===== config.mk =====
export PLATFORM = sky130hd
export DESIGN_NAME = pid_channel_scheduler_flat
export DESIGN_NICKNAME = d
export VERILOG_FILES = /design/src/rtl/pid_channel_scheduler_if.sv /design/src/rtl/pid_channel_scheduler.sv /design/src/flat_wrapper.sv
export SDC_FILE = /design/constraint.sdc
export NUM_CORES = 1
export LEC_CHECK = 0
export ABC_CLOCK_PERIOD_IN_PS = 3100
export CORE_ASPECT_RATIO = 1.4
export CORE_UTILIZATION = 45
export DETAILED_ROUTE_END_ITERATION = 10
export PLACE_DENSITY = 0.75
export SLEW_MARGIN = 30
export SYNTH_ARGS = -nofsm -noshare
export SYNTH_HDL_FRONTEND = slang
export SYNTH_SLANG_ARGS = --single-unit

===== constraint.sdc =====
create_clock -name clk -period 3.1 [get_ports clk]
set_clock_uncertainty 0.05 [all_clocks]
set_input_delay 0.93 -clock clk [delete_from_list [all_inputs] [get_ports clk]]
set_output_delay 0.93 -clock clk [all_outputs]
set_load 0.1 [all_outputs]

===== src/rtl/pid_channel_scheduler_if.sv =====
// ---------------------------------------------------------------------------
// pid_channel_scheduler_if
//
// Purpose: bundles the start/done handshake and data buses between the
// channel scheduler and the single shared PID compute engine.
//
// Signals:
//   eng_start         scheduler -> engine  one-cycle start pulse
//   eng_ch            scheduler -> engine  channel being served
//   eng_setpoint      scheduler -> engine  setpoint snapshot of that channel
//   eng_feedback      scheduler -> engine  feedback snapshot of that channel
//   eng_prev_error    scheduler -> engine  stored previous error
//   eng_integral      scheduler -> engine  stored integral accumulator
//   eng_done          engine -> scheduler  single-cycle result valid pulse
//   eng_control       engine -> scheduler  control result
//   eng_error         engine -> scheduler  error for this sample
//   eng_integral_nxt  engine -> scheduler  updated integral
//
// Modports: master = scheduler side, slave = engine side.
// ---------------------------------------------------------------------------
interface pid_channel_scheduler_if #(
  parameter int NCH = 4
);
  localparam int CH_W = $clog2(NCH);

  logic            eng_start;
  logic [CH_W-1:0] eng_ch;
  logic [7:0]      eng_setpoint;
  logic [7:0]      eng_feedback;
  logic [15:0]     eng_prev_error;
  logic [15:0]     eng_integral;
  logic            eng_done;
  logic [7:0]      eng_control;
  logic [15:0]     eng_error;
  logic [15:0]     eng_integral_nxt;

  modport master (
    output eng_start,
    output eng_ch,
    output eng_setpoint,
    output eng_feedback,
    output eng_prev_error,
    output eng_integral,
    input  eng_done,
    input  eng_control,
    input  eng_error,
    input  eng_integral_nxt
  );

  modport slave (
    input  eng_start,
    input  eng_ch,
    input  eng_setpoint,
    input  eng_feedback,
    input  eng_prev_error,
    input  eng_integral,
    output eng_done,
    output eng_control,
    output eng_error,
    output eng_integral_nxt
  );
endinterface


===== src/rtl/pid_channel_scheduler.sv =====
// ---------------------------------------------------------------------------
// pid_channel_scheduler
//
// Purpose: time-shares one PID compute engine among NCH control loops.
// Sample requests are latched per channel, granted round-robin and issued
// to the engine over a start/done handshake. The per-channel loop state
// (previous error, integral) and the registered control outputs live here;
// the 16-bit state is stored and handed back untouched.
//
// Ports:
//   clk          clock, everything on the rising edge
//   rst_n        synchronous active-low reset
//   req          per-channel sample request (each high cycle = one request)
//   setpoint     per-channel setpoints, channel i at [8i+7:8i]
//   feedback     per-channel measured values, same packing
//   clr_err      clears the overrun and timeout sticky flags
//   eng          engine handshake/bus (master side)
//   control_out  registered per-channel control values
//   ch_valid     one-cycle pulse when control_out[i] updates
//   busy         high whenever the FSM is not in IDLE
//   overrun      sticky: request arrived while channel already pending
//   timeout_err  sticky: engine did not answer within TIMEOUT cycles
// ---------------------------------------------------------------------------
module pid_channel_scheduler #(
  parameter int NCH     = 4,
  parameter int TIMEOUT = 64
) (
  input  logic                   clk,
  input  logic                   rst_n,
  input  logic [NCH-1:0]         req,
  input  logic [8*NCH-1:0]       setpoint,
  input  logic [8*NCH-1:0]       feedback,
  input  logic                   clr_err,
  pid_channel_scheduler_if.master eng,
  output logic [8*NCH-1:0]       control_out,
  output logic [NCH-1:0]         ch_valid,
  output logic                   busy,
  output logic [NCH-1:0]         overrun,
  output logic                   timeout_err
);

  localparam int CH_W  = $clog2(NCH);
  localparam int CNT_W = $clog2(TIMEOUT + 1);

  typedef enum logic [1:0] {
    IDLE  = 2'd0,
    ISSUE = 2'd1,
    WAIT  = 2'd2,
    WB    = 2'd3
  } state_t;

  state_t          state;
  state_t          state_nxt;

  logic [NCH-1:0]  pending;
  logic [CH_W-1:0] last_grant;
  logic [CNT_W-1:0] wait_cnt;

  logic [15:0]     prev_error [NCH];
  logic [15:0]     integral   [NCH];

  logic [7:0]      cap_control;
  logic [15:0]     cap_error;
  logic [15:0]     cap_integral;

  logic            grant_any;
  logic [CH_W-1:0] grant_ch;
  logic [NCH-1:0]  grant_clear;

  logic            do_grant;
  logic            do_capture;
  logic            do_timeout;
  logic            do_wb;

  // Round-robin search: channels above last_grant are preferred in
  // ascending order; if none is pending, wrap and take the lowest channel
  // at or below last_grant. Split into two scans so every index is a
  // constant after unrolling.
  always_comb begin : grant_search
    logic            hi_found;
    logic            lo_found;
    logic [CH_W-1:0] hi_ch;
    logic [CH_W-1:0] lo_ch;
    hi_found = 1'b0;
    lo_found = 1'b0;
    hi_ch    = '0;
    lo_ch    = '0;
    for (int i = 0; i < NCH; i++) begin
      if (!hi_found && pending[i] && (CH_W'(i) > last_grant)) begin
        hi_found = 1'b1;
        hi_ch    = CH_W'(i);
      end
      if (!lo_found && pending[i] && (CH_W'(i) <= last_grant)) begin
        lo_found = 1'b1;
        lo_ch    = CH_W'(i);
      end
    end
    grant_any = hi_found | lo_found;
    grant_ch  = hi_found ? hi_ch : lo_ch;
  end

  // Next-state logic and the per-state action strobes used by the
  // datapath processes below.
  always_comb begin
    state_nxt  = state;
    do_grant   = 1'b0;
    do_capture = 1'b0;
    do_timeout = 1'b0;
    do_wb      = 1'b0;
    case (state)
      IDLE: begin
        if (grant_any) begin
          do_grant  = 1'b1;
          state_nxt = ISSUE;
        end
      end
      ISSUE: begin
        state_nxt = WAIT;
      end
      WAIT: begin
        if (eng.eng_done) begin
          do_capture = 1'b1;
          state_nxt  = WB;
        end else if (wait_cnt == CNT_W'(TIMEOUT - 1)) begin
          do_timeout = 1'b1;
          state_nxt  = IDLE;
        end
      end
      WB: begin
        do_wb     = 1'b1;
        state_nxt = IDLE;
      end
      default: begin
        state_nxt = IDLE;
      end
    endcase
  end

  // State register.
  always_ff @(posedge clk) begin
    if (!rst_n) begin
      state <= IDLE;
    end else begin
      state <= state_nxt;
    end
  end

  assign eng.eng_start = (state == ISSUE);
  assign busy          = (state != IDLE);

  // One-hot of the channel being granted this cycle, used to clear its
  // pending bit.
  always_comb begin
    grant_clear = '0;
    if (do_grant) begin
      grant_clear[grant_ch] = 1'b1;
    end
  end

  // Pending requests and sticky error flags. A request on the channel
  // being granted re-arms pending for a follow-up job rather than flagging
  // an overrun. A new set event wins over clr_err in the same cycle.
  always_ff @(posedge clk) begin
    if (!rst_n) begin
      pending     <= '0;
      overrun     <= '0;
      timeout_err <= 1'b0;
    end else begin
      for (int i = 0; i < NCH; i++) begin
        pending[i] <= req[i] | (pending[i] & ~grant_clear[i]);
        if (req[i] && pending[i] && !grant_clear[i]) begin
          overrun[i] <= 1'b1;
        end else if (clr_err) begin
          overrun[i] <= 1'b0;
        end
      end
      if (do_timeout) begin
        timeout_err <= 1'b1;
      end else if (clr_err) begin
        timeout_err <= 1'b0;
      end
    end
  end

  // Cycles spent waiting for the engine; restarted on every issue.
  always_ff @(posedge clk) begin
    if (!rst_n) begin
      wait_cnt <= '0;
    end else if (state == ISSUE) begin
      wait_cnt <= '0;
    end else if ((state == WAIT) && !eng.eng_done) begin
      wait_cnt <= wait_cnt + 1'b1;
    end
  end

  // Engine-side snapshot, result capture and writeback. The eng_* bus is
  // only loaded at grant so it stays stable for the whole job. A timed-out
  // job still advances last_grant so a dead channel cannot monopolise the
  // engine, but its state and output are left alone.
  always_ff @(posedge clk) begin
    if (!rst_n) begin
      eng.eng_ch         <= '0;
      eng.eng_setpoint   <= '0;
      eng.eng_feedback   <= '0;
      eng.eng_prev_error <= '0;
      eng.eng_integral   <= '0;
      cap_control        <= '0;
      cap_error          <= '0;
      cap_integral       <= '0;
      last_grant         <= CH_W'(NCH - 1);
      control_out        <= '0;
      ch_valid           <= '0;
      for (int i = 0; i < NCH; i++) begin
        prev_error[i] <= '0;
        integral[i]   <= '0;
      end
    end else begin
      ch_valid <= '0;

      if (do_grant) begin
        eng.eng_ch <= grant_ch;
        for (int i = 0; i < NCH; i++) begin
          if (grant_ch == CH_W'(i)) begin
            eng.eng_setpoint   <= setpoint[8*i +: 8];
            eng.eng_feedback   <= feedback[8*i +: 8];
            eng.eng_prev_error <= prev_error[i];
            eng.eng_integral   <= integral[i];
          end
        end
      end

      if (do_capture) begin
        cap_control  <= eng.eng_control;
        cap_error    <= eng.eng_error;
        cap_integral <= eng.eng_integral_nxt;
      end

      if (do_timeout) begin
        last_grant <= eng.eng_ch;
      end

      if (do_wb) begin
        last_grant <= eng.eng_ch;
        for (int i = 0; i < NCH; i++) begin
          if (eng.eng_ch == CH_W'(i)) begin
            control_out[8*i +: 8] <= cap_control;
            prev_error[i]         <= cap_error;
            integral[i]           <= cap_integral;
            ch_valid[i]           <= 1'b1;
          end
        end
      end
    end
  end

endmodule


===== src/flat_wrapper.sv =====
// flat-port wrapper written by rule: the top's interface ports become plain ports
module pid_channel_scheduler_flat 
#(
  parameter int NCH     = 4,
  parameter int TIMEOUT = 64
)
  (clk, rst_n, req, setpoint, feedback, clr_err, control_out, ch_valid, busy, overrun, timeout_err, eng_eng_start, eng_eng_ch, eng_eng_setpoint, eng_eng_feedback, eng_eng_prev_error, eng_eng_integral, eng_eng_done, eng_eng_control, eng_eng_error, eng_eng_integral_nxt);
  pid_channel_scheduler_if #(.NCH(NCH)) eng_i ();
  input  logic clk;
  input  logic rst_n;
  input  logic [NCH-1:0] req;
  input  logic [8*NCH-1:0] setpoint;
  input  logic [8*NCH-1:0] feedback;
  input  logic clr_err;
  output logic [8*NCH-1:0] control_out;
  output logic [NCH-1:0] ch_valid;
  output logic busy;
  output logic [NCH-1:0] overrun;
  output logic timeout_err;
  output wire logic [$bits(eng_i.eng_start)-1:0] eng_eng_start;
  output wire logic [$bits(eng_i.eng_ch)-1:0] eng_eng_ch;
  output wire logic [$bits(eng_i.eng_setpoint)-1:0] eng_eng_setpoint;
  output wire logic [$bits(eng_i.eng_feedback)-1:0] eng_eng_feedback;
  output wire logic [$bits(eng_i.eng_prev_error)-1:0] eng_eng_prev_error;
  output wire logic [$bits(eng_i.eng_integral)-1:0] eng_eng_integral;
  input wire logic [$bits(eng_i.eng_done)-1:0] eng_eng_done;
  input wire logic [$bits(eng_i.eng_control)-1:0] eng_eng_control;
  input wire logic [$bits(eng_i.eng_error)-1:0] eng_eng_error;
  input wire logic [$bits(eng_i.eng_integral_nxt)-1:0] eng_eng_integral_nxt;
  assign eng_eng_start = eng_i.eng_start;
  assign eng_eng_ch = eng_i.eng_ch;
  assign eng_eng_setpoint = eng_i.eng_setpoint;
  assign eng_eng_feedback = eng_i.eng_feedback;
  assign eng_eng_prev_error = eng_i.eng_prev_error;
  assign eng_eng_integral = eng_i.eng_integral;
  assign eng_i.eng_done = eng_eng_done;
  assign eng_i.eng_control = eng_eng_control;
  assign eng_i.eng_error = eng_eng_error;
  assign eng_i.eng_integral_nxt = eng_eng_integral_nxt;
  pid_channel_scheduler #(.NCH(NCH), .TIMEOUT(TIMEOUT)) u_core (.clk(clk), .rst_n(rst_n), .req(req), .setpoint(setpoint), .feedback(feedback), .clr_err(clr_err), .eng(eng_i), .control_out(control_out), .ch_valid(ch_valid), .busy(busy), .overrun(overrun), .timeout_err(timeout_err));
endmodule

Word level (Yosys, flattened, before mapping). Memories as Yosys holds them, arrays and structs flattened. Cells that the tools add are included.

Flip-flop bits (word level): 146. Output and inout port bits: 93. Logic and storage cells: 202. Memories: 2. Bits of input ports: 112. RAM bits: 128.

Memories: u_core.integral (depth 4, width 16, read ports 4, clocked after memory_dff 0, write ports 4, line pid_channel_scheduler.sv:60) `logic [15:0] integral [NCH];`; u_core.prev_error (depth 4, width 16, read ports 4, clocked after memory_dff 0, write ports 4, line pid_channel_scheduler.sv:59) `logic [15:0] prev_error [NCH];`.

Equal/unequal tests: 12. Mux-type cells: 79. Add/subtract/negate cells: 1. Reduce and logical (&&, ||, !) cells: 54. Magnitude comparators: 10. Bitwise gates (word level): 22.

Operators by type and width (number): 16-bit 2-to-1 mux (16); 8-bit 2-to-1 mux (8); 1-bit 2-to-1 mux (42); 1-bit logical AND (24); 2-bit 2-to-1 mux (10); 2-bit AND reduction (7); 2-bit nonzero test (7); 1-bit OR (13); 2-bit equality test, second input constant (6); 1-bit zero test (11); 2-bit one-hot mux with 4 select lines (1); 7-bit by 1-bit adder with 7-bit output, second input constant (1); 7-bit by 6-bit equality test with 1-bit output, second input constant (1); 2-bit by 1-bit equality test with 1-bit output, second input constant (3); 2-bit zero test (3); 1-bit inverter (5); 1-bit AND (4); 1-bit by 2-bit greater-than comparator with 1-bit output, first input constant (2); 2-bit greater-than comparator, first input constant (2); 1-bit by 2-bit less-or-equal comparator with 1-bit output, first input constant (2); 2-bit less-or-equal comparator, first input constant (2); 4-bit 2-to-1 mux (1); 4-bit nonzero test (1); 2-bit by 3-bit less-than comparator with 1-bit output, second input constant (1); 5 further kinds (5).

Longest topological paths before layout. Gate-level depths: netlist of the first run.

Depth after elaboration: 24. Mapped depth: 8. Depth with buffers taken out: 6.

Least setup slack after synthesis of the first run. OpenSTA, ideal clock, no wires.

Path type: flip-flop to flip-flop. Start: register u_core.eng.eng_ch[1]. End: memory u_core.integral[3][0] (netlist: u_core.integral[0][48]), enable pin. Slack: 0.447 ns. Data required time: 2.663 ns. Arrival time: 2.217 ns. Clock period less this slack: 2.653 ns. Buffers on the path: 1. Library setup time: 0.387 ns. Cell stages (with the launch flop): 5. Cell sequence: dfxtp_1 nand2_1 o21a_1 clkbuf_1 inv_1.

RTL lines: start, declared (line pid_channel_scheduler_if.sv:39) `output eng_ch,`; start signal, assigned (line pid_channel_scheduler.sv:221) `eng.eng_ch <= grant_ch;`; end, declared (line pid_channel_scheduler.sv:60).

Final worst setup path of the first run.
Start: register u_core.state[1]. End: output port busy.

Word-level cells in the longest chain between the ends: 1.

Ends and longest elaborated chain: start, declared (line pid_channel_scheduler.sv:52) `state_t state;`; start signal, assigned (line pid_channel_scheduler.sv:144) `state <= state_nxt;`; 2-bit nonzero test (line pid_channel_scheduler.sv:149) `assign busy = (state != IDLE);`; end, declared (line flat_wrapper.sv:17) `output logic busy;`.

Every way passes these cells.

==> impl_metrics.ini, run 1 <==
[global_route]
grt_max_degree = 49
grtUsageMet2_pct = 44.3
track_usage_pct = 24.2
grt_pass1_wl_microns = 49100
grt_pass1_vias = 9301
met1_usage_pct = 27.8
grt_overflow = 0
top_usage_layer = met2
groute.layer.met3.usage_pct = 3.43
antenna_found_initial = 0

[clock_network]
clock_tree.buffer_depth = 3
postCtsSetupRepairBufs = 0
clk_pin_slew_worst_paths_ns = 0.06
ctsHtreeMaxLevel = 1
cts_root_buf = clkbuf_16
cts_tree = done
cts.sinks = 274
cts_resized = 0
clk_latency_ns = 0.54
cts_made_buffers = 27
ctsHoldBuffers = 0

[critical_path]
crit_type = reg -> out
r2r_start = u_core.pending[3]
reg2reg_slack_ns = 0.76
setup.worst_path.end_class = primary output
crit_fanout = 8
worstRegToRegCells = 6
reg2reg_to = u_core.eng.eng_prev_error[0]
startpoint_type = flip-flop
arrival_ns = 1.52
cp_data_required_time_ns = 2.12

[synth]
synth_edf_count = 128
avgSynthCellArea_sq_um = 10.1
synth_nets = 1265
netlist_area_sq_mm = 0.0116
ys_seq_area_share_pct = 58.3
async_flop_share_pct = 0
ys_warn_count = 0
ys_types = 49
syn_inst = 1152
synth_ff_type = dfxtp_1
synth_seq_cells = 274

[final_layout]
fillCellCount = 2165
fin_cells = 1671
final_area_sq_mm = 0.0147
layout.nets = 1444
area_growth_pct = 27.0
diodes = 0
drive_gt1_share_pct = 14.4

[route]
via_count = 9340
drc = 0
drt-pass1-iter-count = 5
drt_first_iter_violations = 679
via_per_inst = 5.59
wl_microns = 31800
wire_per_inst_microns = 19.0
ant_nets = 0

[outcome]
status = finished, final reports clean

[floorplanning]
row_count = 69
initial_utilization_pct = 45.7
die_h_microns = 192
coreArea_sq_mm = 0.0254
die_w_microns = 138
die-area_sq_mm = 0.0265
io_pins = 205

[placed_design]
gp_congestion = 0.848
hpwlAfterDp_microns = 19300
dp_cells = 1621
dpl_cell_area_sq_mm = 0.0138
port_buffers = 204

[sta]
rsz0062_at_grt = no
fin_tns_setup_ns = 0
period_minus_slack_ns = 2.50
fin_hold_ws_ns = 0.426
slew_headroom_pct = 54.5
final-max-slew-violation-count = 0
fmax_ghz = 0.401
setup_viol = 0
hold_viol = 0
tightest_slew_ns = 0.683
finalCritPeriodShare_pct = 80.5

[min_path]
hold_depth = 2
min-delay-start = u_core.overrun[1]
whs_endpoint = u_core.overrun[1]
hold_class = reg -> reg

[power_and_ir_drop]
p_leak_nw = 5.83
finalPower_mw = 10.3
power-per-cell-area_mw_per_mm2 = 696
vdd_drop_max_mv = 0.436

[run]
maxCapViolCount = 0
==> critical path, cell delays in order (launching register included) <==
cell	delay [ns]
dfxtp_1	0.46
or2_4	0.22
buf_4	0.30
==> state kept, by name, summed over array words and instances (netlist names), 4 cells and up <==
signal	count
u_core.eng.eng_prev_error	16
u_core.pending	4
u_core.control_out	32
u_core.cap_integral	16
u_core.wait_cnt	7
u_core.prev_error	64
u_core.eng.eng_setpoint	8
u_core.overrun	4
u_core.eng.eng_feedback	8
u_core.ch_valid	4
u_core.integral	64
u_core.cap_error	16
u_core.cap_control	8
u_core.eng.eng_integral	16
==> layer usage <==
metal | vias up | wire [microns]
li1 | 4412 | -
met1 | 4537 | 12200
met2 | 319 | 16700
met3 | 72 | 1910
met4 | 0 | 1050
met5 | - | 0
==> area by class of cell <==
| cell class | instances | area, sq um | share of cell area (%) |
|---|---|---|---|
| multi-input cells | 780 | 4460 | 30.3 |
| inverters | 9 | 33.8 | 0.229 |
| well taps | 319 | 399 | 2.71 |
| clock buffers | 33 | 761 | 5.16 |
| clock inverters | 17 | 160 | 1.09 |
| repair buffers | 239 | 2150 | 14.6 |
| flip-flops and latches | 274 | 6770 | 45.9 |
==> where the power goes <==
group / internal (mW) / switching (mW)
clock network: 1.93 / 1.43
logic: 0.711 / 1.95
registers: 4.04 / 0.193
total: 6.68 / 3.57
==> kinds of logic after synthesis <==
kind of cell             count (synthesis)  synth area share (%)
AND/OR/NAND/NOR                        565                  24.1
flip-flops                             274                  58.3
AO/OA/AOI/OAI                          206                  13.1
buffers and inverters                   98                  3.77
XOR/XNOR                                 4                 0.302
multiplexers                             4                 0.345
adder cells (fa/ha/maj)                  1                 0.108
==> layout by cell type (no fill, tap or decap), types with 3 or more instances in the layout <==
cell and count:
inv_6 4, and2_1 128, clkinv_2 7, clkbuf_16 29, o21ai_0 53, o22ai_1 4, buf_4 121, nor2b_1 7
nand2_1 104, o21a_1 3, a21boi_0 42, a21oi_1 6, nand2b_1 6, a22o_1 81, nor2_2 4, nor2_1 153
xor2_1 3, clkdlybuf4s50_1 110, nor4_1 48, buf_12 7, nand3_1 99, dfxtp_1 146, inv_1 9, edfxtp_1 128
mux2i_1 4
==> through the flow <==
| stage | utilization (%) | setup slack, ns |
|---|---|---|
| 6_report | 58.1 | 0.604 |
| 5_1_grt | 58.1 | 0.538 |
| 4_1_cts | 58.1 | 0.578 |
| 3_5_place_dp | 54.4 | 0.410 |
| 3_3_place_gp | 54.4 | 0.457 |
| 2_1_floorplan | - | 0.447 |
==> worst max path at each step <==
| stage | start | endpoint | depth (start not counted) |
|---|---|---|---|
| 2_1_floorplan | u_core.eng.eng_ch[1] | u_core.integral[0][48] | 4 |
| 3_3_place_gp | rst_n | u_core.integral[0][34] | 5 |
| 3_5_place_dp | rst_n | u_core.integral[0][38] | 5 |
| 4_1_cts | u_core.state[1] | busy | 2 |
| 5_1_grt | u_core.state[1] | busy | 2 |
| 6_report | u_core.state[1] | busy | 2 |
==> synthesized netlist by cell type (6+ instances only) <==
cell | n | area share [%]
edfxtp_1 | 128 | 33
nand2_1 | 104 | 3.4
a22o_1 | 81 | 6.1
a21oi_1 | 7 | 0.30
o21ai_0 | 53 | 2.3
dfxtp_1 | 146 | 25
nor4_1 | 48 | 2.6
nor2_1 | 156 | 5.0
and2_1 | 129 | 7.0
nand2b_1 | 6 | 0.32
a21boi_0 | 42 | 2.7
clkbuf_1 | 58 | 1.9
buf_2 | 23 | 0.99
inv_1 | 9 | 0.29
nand3_1 | 99 | 4.3
nor2b_1 | 7 | 0.38
(Power assumes the default switching activity.)
==> run 2, diff against run 1 <==
--- a/config.mk
+++ b/config.mk
@@ -5,7 +5,7 @@
 export SDC_FILE = /design/constraint.sdc
 export NUM_CORES = 1
 export LEC_CHECK = 0
-export ABC_CLOCK_PERIOD_IN_PS = 3100
+export ABC_CLOCK_PERIOD_IN_PS = 2500
 export CORE_ASPECT_RATIO = 1.4
 export CORE_UTILIZATION = 45
 export DETAILED_ROUTE_END_ITERATION = 10
==> constraint.sdc (replaced) <==
create_clock -name clk -period 2.5 [get_ports clk]
set_clock_uncertainty 0.05 [all_clocks]
set_input_delay 0.75 -clock clk [delete_from_list [all_inputs] [get_ports clk]]
set_output_delay 0.75 -clock clk [all_outputs]
set_load 0.1 [all_outputs]
==> impl_metrics.ini, run 2 (synthesis results as in run 1) <==
[clock_network]
ctsHoldBuffers = 0
cts.sinks = 274
clock_tree.buffer_depth = 3
clk_pin_slew_worst_paths_ns = 0.07
cts_tree = done
postCtsSetupRepairBufs = 0
ctsHtreeMaxLevel = 1
clk_latency_ns = 0.53
cts_made_buffers = 27
cts_root_buf = clkbuf_16
cts_resized = 0

[global_route]
grt_pass1_wl_microns = 49800
antenna_found_initial = 3
grt_max_degree = 49
grt_overflow = 0
grt_pass1_vias = 9289
track_usage_pct = 24.5

[floorplanning]
die-area_sq_mm = 0.0265
initial_utilization_pct = 45.7
row_count = 69
die_h_microns = 192
coreArea_sq_mm = 0.0254
io_pins = 205
die_w_microns = 138

[final_layout]
multi_input_area_sq_mm = 0.00446
layout.nets = 1441
reg.largest.list = u_core.integral x64, u_core.prev_error x64, u_core.control_out x32
layout_commonest_cell = nor2_1
drive_gt1_share_pct = 13.7
final_cell_mix = nor2_1, dfxtp_1, and2_1, edfxtp_1, clkdlybuf4s50_1
final_area_sq_mm = 0.0148
area_growth_pct = 27.4
regArea_sq_mm = 0.00677
fillCellCount = 2150

[sta]
fin_tns_setup_ns = 0
period_minus_slack_ns = 2.24
finalCritPeriodShare_pct = 89.6
setup_slack_ns = 0.261
tightest_slew_ns = 0.630
rsz0062_at_grt = no
slew_headroom_pct = 58.0
final-max-slew-violation-count = 0
setup_viol = 0
hold_viol = 0
fmax_ghz = 0.447

[route]
via_per_inst = 5.57
route.met3.wl_microns = 2320
top_layer = met5
via_count = 9300
wire_per_inst_microns = 19.0
wl_met2_microns = 16300
met1_length_microns = 12200
ant_nets = 0
wl_microns = 31800
drt-pass1-iter-count = 5
drc = 0
drt_first_iter_violations = 623

[critical_path]
max_stage_delay_ns = 0.46
cp_data_required_time_ns = 1.70
crit_fanout = 8
crit_type = reg -> out
startpoint_type = flip-flop
setup.worst_path.end_class = primary output
path_cells = nand2b_1 -> inv_1 -> buf_12
arrival_ns = 1.44
critPathSlowestCell = dfxtp_1

[placed_design]
gp_congestion = 0.855
port_buffers = 204
dpl_cell_area_sq_mm = 0.0139
dp_slack_ns = 0.190
hpwlAfterDp_microns = 19200

[min_path]
hold_class = reg -> reg

[power_and_ir_drop]
p_leak_nw = 5.84
power-per-cell-area_mw_per_mm2 = 852
vdd_drop_max_mv = 0.512

[outcome]
status = finished, final reports clean

[run]
maxCapViolCount = 0
-- run 2: changes by cell type in the layout (fill, tap and decap cells not counted), sizes merged --
cell | before | now
clkbuf | 33 | 40
buf | 129 | 126
inv | 14 | 11
clkinv | 8 | 6
clkinvlp | 2 | 0
diode | 0 | 1
-- run 2: layout make-up --
class / count / share of cell area, %
repair buffers: 236 / 15.3
flip-flops and latches: 274 / 45.8
inverters: 9 / 0.228
clock buffers: 40 / 5.17
clock inverters: 10 / 0.710
well taps: 319 / 2.70
diodes: 1 / 0.0169
multi-input cells: 780 / 30.2
-- run 2: path summary, 6_finish.rpt --
kind,start,to,slack [ns],cells past startpoint
worst max-delay path,u_core.state[1],eng_eng_start,0.26,3
worst min-delay path,u_core.overrun[0],u_core.overrun[0],0.42,2
worst max register to register,u_core.pending[3],u_core.eng.eng_prev_error[13],0.36,6
worst min register to register,u_core.overrun[0],u_core.overrun[0],0.42,2
-- run 2: routing by layer --
layer / up-vias / global-route usage (%)
met2: 334 / 44.0
met4: 2 / 8.99
li1: 4413 / -
met1: 4486 / 28.6
met3: 65 / 4.49
met5: - / 0
-- run 2: power by group --
group	internal [mW]	switching, mW
combinational	0.928	2.43
sequential	5.01	0.234
clock	2.32	1.68
-- run 2: through the flow --
stage / instances / util, % / total power, mW / hold slack (ns)
global placement: 1618 / 54.9 / 8.65 / 0.406
floorplan: 1152 / - / 7.66 / 0.408
CTS: 1668 / 58.3 / 12.7 / 0.420
global route: 1668 / 58.3 / 13.0 / 0.439
finish: 1669 / 58.3 / 12.6 / 0.417
detailed placement: 1618 / 54.9 / 8.70 / 0.414
-- run 2: critical path: cells and delay by family (launching register included) --
family | cells | cell delay [ns]
buf+inv | 2 | 0.26
flops | 1 | 0.46
simple gates | 1 | 0.20
